$ cat src/rtl/ac_motor_ramp_ctrl_if.sv
// Setpoint/control bundle between the soft-start sequencer and its controller.
// The sequencer attaches through the slave modport. The driving side attaches through the master modport.
interface ac_motor_ramp_ctrl_if;
    localparam int unsigned FW = 12;
    localparam int unsigned SW = 3;

    logic          lock;
    logic          start;
    logic          stop;
    logic          fault;
    logic [FW-1:0] target_freq;
    logic [FW-1:0] frequency;
    logic [FW-1:0] amplitude;
    logic          pwm_en;
    logic          busy;
    logic [SW-1:0] state;

    modport master (
        output lock, start, stop, fault, target_freq,
        input  frequency, amplitude, pwm_en, busy, state
    );

    modport slave (
        input  lock, start, stop, fault, target_freq,
        output frequency, amplitude, pwm_en, busy, state
    );
endinterface

$ cat src/rtl/ac_motor_ramp_ctrl.sv
// Soft-start sequencer for the sine PWM path.
// Ramps frequency toward the target on carrier-aligned ticks, follows a V/f amplitude law, and sequences run/stop/fault.
module ac_motor_ramp_ctrl #(
    parameter int unsigned STEP_DIV = 16,
    parameter int unsigned F_STEP   = 8,
    parameter int unsigned AMP_MIN  = 256,
    parameter int unsigned KVF      = 32
) (
    input  logic                  clk,
    input  logic                  rst_n,
    ac_motor_ramp_ctrl_if.slave   bus
);
    localparam int unsigned FW = 12;
    localparam int unsigned CW = 10;
    localparam int unsigned PW = 24;
    localparam logic [PW-1:0] AMP_SAT = PW'(4095);

    typedef enum logic [2:0] {
        IDLE      = 3'd0,
        RAMP      = 3'd1,
        RUN       = 3'd2,
        RAMP_DOWN = 3'd3,
        FAULT     = 3'd4
    } state_t;

    state_t        state_q, state_d;
    logic [CW-1:0] cnt_q, cnt_d;
    logic [FW-1:0] freq_q, freq_d;
    logic [FW-1:0] amp_q, amp_d;
    logic          pwm_q, pwm_d;
    logic          busy_q, busy_d;

    logic          tick_c;
    logic          up_c;
    logic [FW-1:0] diff_c;
    logic [FW-1:0] step_c;
    logic [PW-1:0] prod_c;
    logic [PW-1:0] amp_wide_c;

    assign tick_c = bus.lock && (cnt_q == CW'(STEP_DIV - 1));
    assign up_c   = (bus.target_freq >= freq_q);
    // Distance still to cover; ramp-down always heads for zero.
    assign diff_c = (state_q == RAMP_DOWN) ? freq_q
                  : (up_c ? (bus.target_freq - freq_q) : (freq_q - bus.target_freq));
    assign step_c = (diff_c > FW'(F_STEP)) ? FW'(F_STEP) : diff_c;

    always_ff @(posedge clk or negedge rst_n) begin
        if (!rst_n) begin
            state_q <= IDLE;
            cnt_q   <= '0;
            freq_q  <= '0;
            amp_q   <= '0;
            pwm_q   <= 1'b0;
            busy_q  <= 1'b0;
        end else begin
            state_q <= state_d;
            cnt_q   <= cnt_d;
            freq_q  <= freq_d;
            amp_q   <= amp_d;
            pwm_q   <= pwm_d;
            busy_q  <= busy_d;
        end
    end

    always_comb begin
        state_d    = state_q;
        freq_d     = freq_q;
        amp_d      = '0;
        pwm_d      = 1'b0;
        busy_d     = 1'b0;
        cnt_d      = cnt_q;
        prod_c     = '0;
        amp_wide_c = '0;

        if (bus.fault) begin
            state_d = FAULT;
        end else begin
            unique case (state_q)
                IDLE: if (bus.start && !bus.stop) state_d = RAMP;
                RAMP: begin
                    if (bus.stop) begin
                        state_d = RAMP_DOWN;
                    end else if (tick_c) begin
                        freq_d = up_c ? (freq_q + step_c) : (freq_q - step_c);
                        if (freq_d == bus.target_freq) state_d = RUN;
                    end
                end
                RUN: begin
                    if (bus.stop)                            state_d = RAMP_DOWN;
                    else if (bus.target_freq != freq_q)      state_d = RAMP;
                end
                RAMP_DOWN: begin
                    if (bus.start && !bus.stop) begin
                        state_d = RAMP;
                    end else if (tick_c) begin
                        freq_d = freq_q - step_c;
                        if (freq_d == '0) state_d = IDLE;
                    end
                end
                FAULT: if (bus.stop) state_d = IDLE;
                default: state_d = IDLE;
            endcase
        end

        // Amplitude is derived from the frequency being registered, keeping the pair coherent.
        if (state_d == IDLE || state_d == FAULT) begin
            freq_d = '0;
        end else begin
            pwm_d      = 1'b1;
            prod_c     = PW'(freq_d) * PW'(KVF);
            amp_wide_c = PW'(AMP_MIN) + (prod_c >> 5);
            amp_d      = (amp_wide_c > AMP_SAT) ? FW'(4095) : amp_wide_c[FW-1:0];
        end
        busy_d = (state_d == RAMP) || (state_d == RAMP_DOWN);

        // A lock coinciding with a state change is dropped along with the count.
        if (state_d != state_q)  cnt_d = '0;
        else if (bus.lock)       cnt_d = tick_c ? '0 : cnt_q + CW'(1);
    end

    assign bus.frequency = freq_q;
    assign bus.amplitude = amp_q;
    assign bus.pwm_en    = pwm_q;
    assign bus.busy      = busy_q;
    assign bus.state     = state_q;
endmodule

$ cat src/flat_wrapper.sv
// flat-port wrapper written by rule: the top's interface ports become plain ports
module ac_motor_ramp_ctrl_flat 
#(
    parameter int unsigned STEP_DIV = 16,
    parameter int unsigned F_STEP   = 8,
    parameter int unsigned AMP_MIN  = 256,
    parameter int unsigned KVF      = 32
)
  (clk, rst_n, bus_lock, bus_start, bus_stop, bus_fault, bus_target_freq, bus_frequency, bus_amplitude, bus_pwm_en, bus_busy, bus_state);
  ac_motor_ramp_ctrl_if bus_i ();
  input  logic clk;
  input  logic rst_n;
  input wire logic [$bits(bus_i.lock)-1:0] bus_lock;
  input wire logic [$bits(bus_i.start)-1:0] bus_start;
  input wire logic [$bits(bus_i.stop)-1:0] bus_stop;
  input wire logic [$bits(bus_i.fault)-1:0] bus_fault;
  input wire logic [$bits(bus_i.target_freq)-1:0] bus_target_freq;
  output wire logic [$bits(bus_i.frequency)-1:0] bus_frequency;
  output wire logic [$bits(bus_i.amplitude)-1:0] bus_amplitude;
  output wire logic [$bits(bus_i.pwm_en)-1:0] bus_pwm_en;
  output wire logic [$bits(bus_i.busy)-1:0] bus_busy;
  output wire logic [$bits(bus_i.state)-1:0] bus_state;
  assign bus_i.lock = bus_lock;
  assign bus_i.start = bus_start;
  assign bus_i.stop = bus_stop;
  assign bus_i.fault = bus_fault;
  assign bus_i.target_freq = bus_target_freq;
  assign bus_frequency = bus_i.frequency;
  assign bus_amplitude = bus_i.amplitude;
  assign bus_pwm_en = bus_i.pwm_en;
  assign bus_busy = bus_i.busy;
  assign bus_state = bus_i.state;
  ac_motor_ramp_ctrl #(.STEP_DIV(STEP_DIV), .F_STEP(F_STEP), .AMP_MIN(AMP_MIN), .KVF(KVF)) u_core (.clk(clk), .rst_n(rst_n), .bus(bus_i));
endmodule
$ cat config.mk
export PLATFORM = sky130hd
export DESIGN_NAME = ac_motor_ramp_ctrl_flat
export DESIGN_NICKNAME = d
export VERILOG_FILES = /design/src/rtl/ac_motor_ramp_ctrl_if.sv /design/src/rtl/ac_motor_ramp_ctrl.sv /design/src/flat_wrapper.sv
export SDC_FILE = /design/constraint.sdc
export NUM_CORES = 1
export LEC_CHECK = 0
export ABC_AREA = 1
export CELL_PAD_IN_SITES_DETAIL_PLACEMENT = 0
export CELL_PAD_IN_SITES_GLOBAL_PLACEMENT = 2
export CORE_ASPECT_RATIO = 0.6
export CORE_UTILIZATION = 32
export CTS_CLUSTER_DIAMETER = 120
export DETAILED_ROUTE_END_ITERATION = 10
export GPL_ROUTABILITY_DRIVEN = 0
export PLACE_DENSITY = 0.83
export SYNTH_ARGS = -nofsm -noshare
export SYNTH_HDL_FRONTEND = slang
export SYNTH_SLANG_ARGS = --single-unit
$ cat constraint.sdc
create_clock -name clk -period 7 [get_ports clk]
set_input_delay 1.05 -clock clk [delete_from_list [all_inputs] [get_ports clk]]
set_output_delay 1.05 -clock clk [all_outputs]
set_load 0.02 [all_outputs]
# Word-level counts from Yosys, hierarchy flattened
# Index checks and enable logic that the tools add are counted.
# Widths: inputs -> output; s select.
# op_classes
addsub	6
div	0
n_mul	0
reduce_logical	9
eq_ne	11
bitwise_logic	0
order_cmp	3
muxes	29
shifts	0
# ops
cell	count
$mux 12	12
$sub 12x12->12	3
$mux 3	11
$mux 10	3
$gt 24x12->1 const B	1
$pmux 12 s2	1
$pmux 3 s5	1
$add 9x12->13 const A	1
$add 12x12->12	1
$eq 12x12->1	1
$ge 12x12->1	1
$gt 12x4->1 const B	1
$logic_not 12->1	1
$ne 12x12->1	1
$add 10x1->10 const B	1
$eq 10x4->1 const B	1
$eq 3x2->1 const B	3
$eq 3x1->1 const B	2
$eq 3x3->1 const B	2
$logic_not 3->1	2
$ne 3x3->1	1
$logic_and 1x1->1	2
$logic_or 1x1->1	2
$reduce_bool 2->1	1
other kinds (2)	2
# word_totals
input_bits	18
output_inout_bits	29
mem_bits_ro	0
word_cells	64
mem_count	0
latchBits	0
register_bits	39
ram_bits	0

# Depth between registers and ports, before layout
# logic_depth
depth_word	16
depth_mapped	47

# Worst setup path before layout
# No wires, ideal clock.
# synth_path
path_kind	in2reg
from	in bus_target_freq[0]
to	reg u_core.amp_q[0] (netlist: u_core.bus.amplitude[0])
setup_ns	0.135
slack_ns	1.206
arrival_ns	5.659
required_time_ns	6.865
path_stages	38
cell_sequence	inv_1 > ha_1 > fa_1 > nor2_1 > nor2_2 > nor2_4 > nor2_4 > nand2_4 > buf_4 > mux2i_1 > xnor2_1 > nand2_1 > o21ai_0 > nand3_1 > nor2_1 > nand3_1 > nor2_1 > ha_1 > (+2 left out) > nand3b_1 > nand2_1 > nand2_1 > nand2_1 > nand2_1 > nand2_1 > nand2_2 > nand2_1 > nand3_1 > a32o_1 > a22oi_1 > inv_1 > ha_1 > inv_1 > or2_2 > nor2_1 > nand2_2 > o21ai_0
# synth_via
elab_chain_cells	16
word_cells_on_any_way	36
# synth_rtl
item	line_no	source
start, declared	flat_wrapper.sv:17	input wire logic [$bits(bus_i.target_freq)-1:0] bus_target_freq;
parallel branches: the longest is 15 deep, another holds $add 9x12->13	-	
$mux 12 *	ac_motor_ramp_ctrl.sv:106	if (state_d == IDLE || state_d == FAULT) begin
net u_core.amp_d[0]	ac_motor_ramp_ctrl.sv:29	logic [FW-1:0] amp_q, amp_d;
end signal, assigned	ac_motor_ramp_ctrl.sv:59	amp_q <= amp_d;
end, declared	ac_motor_ramp_ctrl.sv:29	
# Mark *: on every way through the listed nets, which the timed path passes.
# A chain may end at the register's enable or synchronous reset.

# Worst setup path in the final report
# layout_path
from	in bus_target_freq[0]
to	reg u_core.amp_q[1] (netlist: u_core.bus.amplitude[1])
# The elaborated chain is that of the path after synthesis.

==> reports/metrics.cfg <==
[clocking]
clkLatencyLatePin_ns = 0.29
path_clk_slew_ns = 0.06
numCtsBuffers = 5
clockBufferDepth = 2
cts_tree = built
cts_num_sinks = 39
ctsHoldBuffers = 0
cts-root-buf = clkbuf_16
h-tree-depth = 2

[floorplan]
die_area_um2 = 16800
die_h_um = 101
num_io_pins = 47
initial_core_util = 0.334
die_w_um = 167
core_area_um2 = 15600
core.rowCount = 35

[critical_path]
reg2reg_from = u_core.bus.frequency[3]
endpoint = u_core.bus.amplitude[1]
cp_common_cell = nand2_1
cp_max_fo = 9
r2r-end = u_core.bus.amplitude[1]
startpoint_type = input port
rr_worst_depth = 41
crit_required_ns = 7.16
arrival_ns = 6.83
critPathKind = in -> reg
cpPeakStageDelay_ns = 0.48
reg2reg_slack_ns = 1.04
crit_path_end_kind = register
crit_start = bus_target_freq[0]
cp_slowest_cell = clkdlybuf4s50_1

[timing]
fin_crit_sh = 0.952
min_period_ns = 6.66
hold_viol_final = 0
setup_ws_ns = 0.335
skew_ns = 0.00577
slew_headroom = 0.344
worst_slew_pin_slew_ns = 0.974
setup_violations = 0
fmax_mhz = 150
finalSetupTns_ns = 0
slew_violations = 0

[yosys]
synth_common_cells = 224 x nand2_1, 122 x inv_1, 76 x nand3_1
synth_warnings = 0
synth.area.top_cells = dfrtp_1 19%, nand2_1 16%, ha_1 11%, inv_1 8.8%, nand3_1 7.3%
synth_edf_count = 0
ys_seq_area_frac = 0.187
yosysUniqueCellTypes = 48
ys.flop_type = dfrtp_1
synthCells = 838
avgSynthCellArea_um2 = 6.22
synthDominantCellAreaShare = 0.187
synth_seq_cells = 39
synth_area_leader_cell = dfrtp_1
yosysMostFrequentCell = nand2_1
ys_async_sr_fraction = 1.00
syn_area_um2 = 5220

[global_route]
antenna_found_initial = 0
gr-total-overflow = 0
track_usage = 0.232
grt_start_max_net_pins = 40
grt_pass1_wl_um = 30000
grt_pass1_vias = 5228

[routing]
drt_wl_total_um = 19200
drt_first_iter_violations = 687
drc_errors = 0
highest_layer = met4
wl_met2_um = 6730
routed_via_density = 5.03
wl_met1_um = 11000
met3_length_um = 1350
wl_per_cell_um = 16.5
dr.pass1.iters = 6
vias = 5875
ant_nets = 0

[final_layout]
nFillCells = 1641
syn_to_final_growth_pct = 29.9
num_antenna_cells = 0
nNetsFinal = 1034
layout-drive-gt1-share = 0.172

[power]
p_leak_nw = 3.51
vdd.ir_drop.worst_mv = 0.0749
p_per_area_nw_per_um2 = 103
pwr-share-comb = 0.280
seq_power_share = 0.331
clkPwrFrac = 0.388
switching_share = 0.309
p_switching_mw = 0.216
p_int_mw = 0.482

[run]
maxCapViolCount = 0

[worst_hold_path]
worst_hold_path_type = reg -> reg

[placed_design]
place_ws_ns = -0.251
hpwl_um = 15800
port_buffers = 46

[run_status]
status = finished clean

-- cell usage in the layout (no fill, tap or decap), drive strengths merged, types with 4 or more instances in the layout --
| master | netlist | final |
|---|---|---|
| nand2 | 241 | 241 |
| inv | 126 | 126 |
| nor2 | 89 | 89 |
| buf | 13 | 86 |
| nand3 | 77 | 78 |
| o21ai | 58 | 58 |
| a21oi | 53 | 53 |
| ha | 47 | 47 |
| clkdlybuf4s50 | 0 | 44 |
| dfrtp | 39 | 39 |
| xor2 | 21 | 21 |
| conb | 2 | 14 |
| nand4 | 9 | 9 |
| nor3 | 7 | 7 |
| clkbuf | 11 | 6 |
| o21bai | 4 | 4 |
| a21boi | 4 | 4 |
| fa | 4 | 4 |
-- state kept, by name (all words and copies together) (netlist names) --
register,cells
u_core.bus.state,3
u_core.bus.pwm_en,1
u_core.bus.frequency,12
u_core.bus.amplitude,12
u_core.bus.busy,1
u_core.cnt_q,10
-- cell type report --
cell class              count  area, um2  share of cell area
inverters                 126        473              0.0698
flip-flops and latches     39        976               0.144
clock inverters             2       35.0             0.00517
repair buffers            131       1120               0.165
clock buffers               6        139              0.0205
multi-input cells         662       3780               0.558
well taps                 203        254              0.0375
-- timing repair --
item	in CTS	in global routing
gates resized for setup	0	32
setup endpoints to repair	0	38
buffers inserted	0	7
endpoints found under the hold margin	0	0
-- worst min path at each step --
stage	from	depth (start not counted)	endpoint	slack [ns]
final	u_core.cnt_q[6]	3	u_core.cnt_q[6]	0.61
after global routing	u_core.cnt_q[6]	3	u_core.cnt_q[6]	0.65
after floorplan	u_core.cnt_q[6]	3	u_core.cnt_q[6]	0.57
after global placement	u_core.cnt_q[0]	2	u_core.cnt_q[0]	0.59
after CTS	u_core.cnt_q[6]	3	u_core.cnt_q[6]	0.61
after detailed placement	u_core.cnt_q[6]	3	u_core.cnt_q[6]	0.60
-- metal layers --
metal / global-route usage / vias up
met5: 0 / -
met4: 0.0313 / 0
met3: 0.0385 / 17
met2: 0.297 / 215
met1: 0.389 / 2712
li1: - / 2931
-- logic make-up (layout without fill, tap and decap cells) --
family | Yosys count | in the layout | synth area share
AO/OA/AOI/OAI | 140 | 140 | 0.155
multiplexers | 3 | 3 | 0.00576
other | 2 | 14 | 0.00144
AND/OR/NAND/NOR | 429 | 430 | 0.363
XOR/XNOR | 24 | 24 | 0.0403
buffers and inverters | 150 | 265 | 0.119
flip-flops | 39 | 39 | 0.187
adder cells (fa/ha/maj) | 51 | 51 | 0.128
-- power groups by stage --
stage,Combinational [mW],Clock [mW],Sequential [mW]
5_1_grt,0.214,0.287,0.231
2_1_floorplan,0.105,0,0.236
3_3_place_gp,0.179,0,0.235
3_5_place_dp,0.180,0,0.235
4_1_cts,0.181,0.277,0.231
6_report,0.196,0.271,0.231
-- worst max-delay path: cells and delay by family --
family                     cells  cell delay [ns]
buffers and inverters          7             1.04
AOI/OAI and AO/OA              4             0.69
and+or+nand+nor               24             2.58
adders and majority gates      5             1.31
xor gates and xnor gates       1             0.15
-- through the flow --
stage                     utilization  cells  instance area [um2]  power, mW  hold WS [ns]
after floorplan                     -    850                 5260      0.342         0.568
after global placement          0.411   1153                 6430      0.414         0.586
after detailed placement        0.411   1153                 6430      0.415         0.603
after CTS                       0.423   1161                 6610      0.688         0.611
after global routing            0.433   1169                 6780      0.733         0.649
final                           0.433   1169                 6780      0.698         0.614
Power figures use the tool's default switching activity.
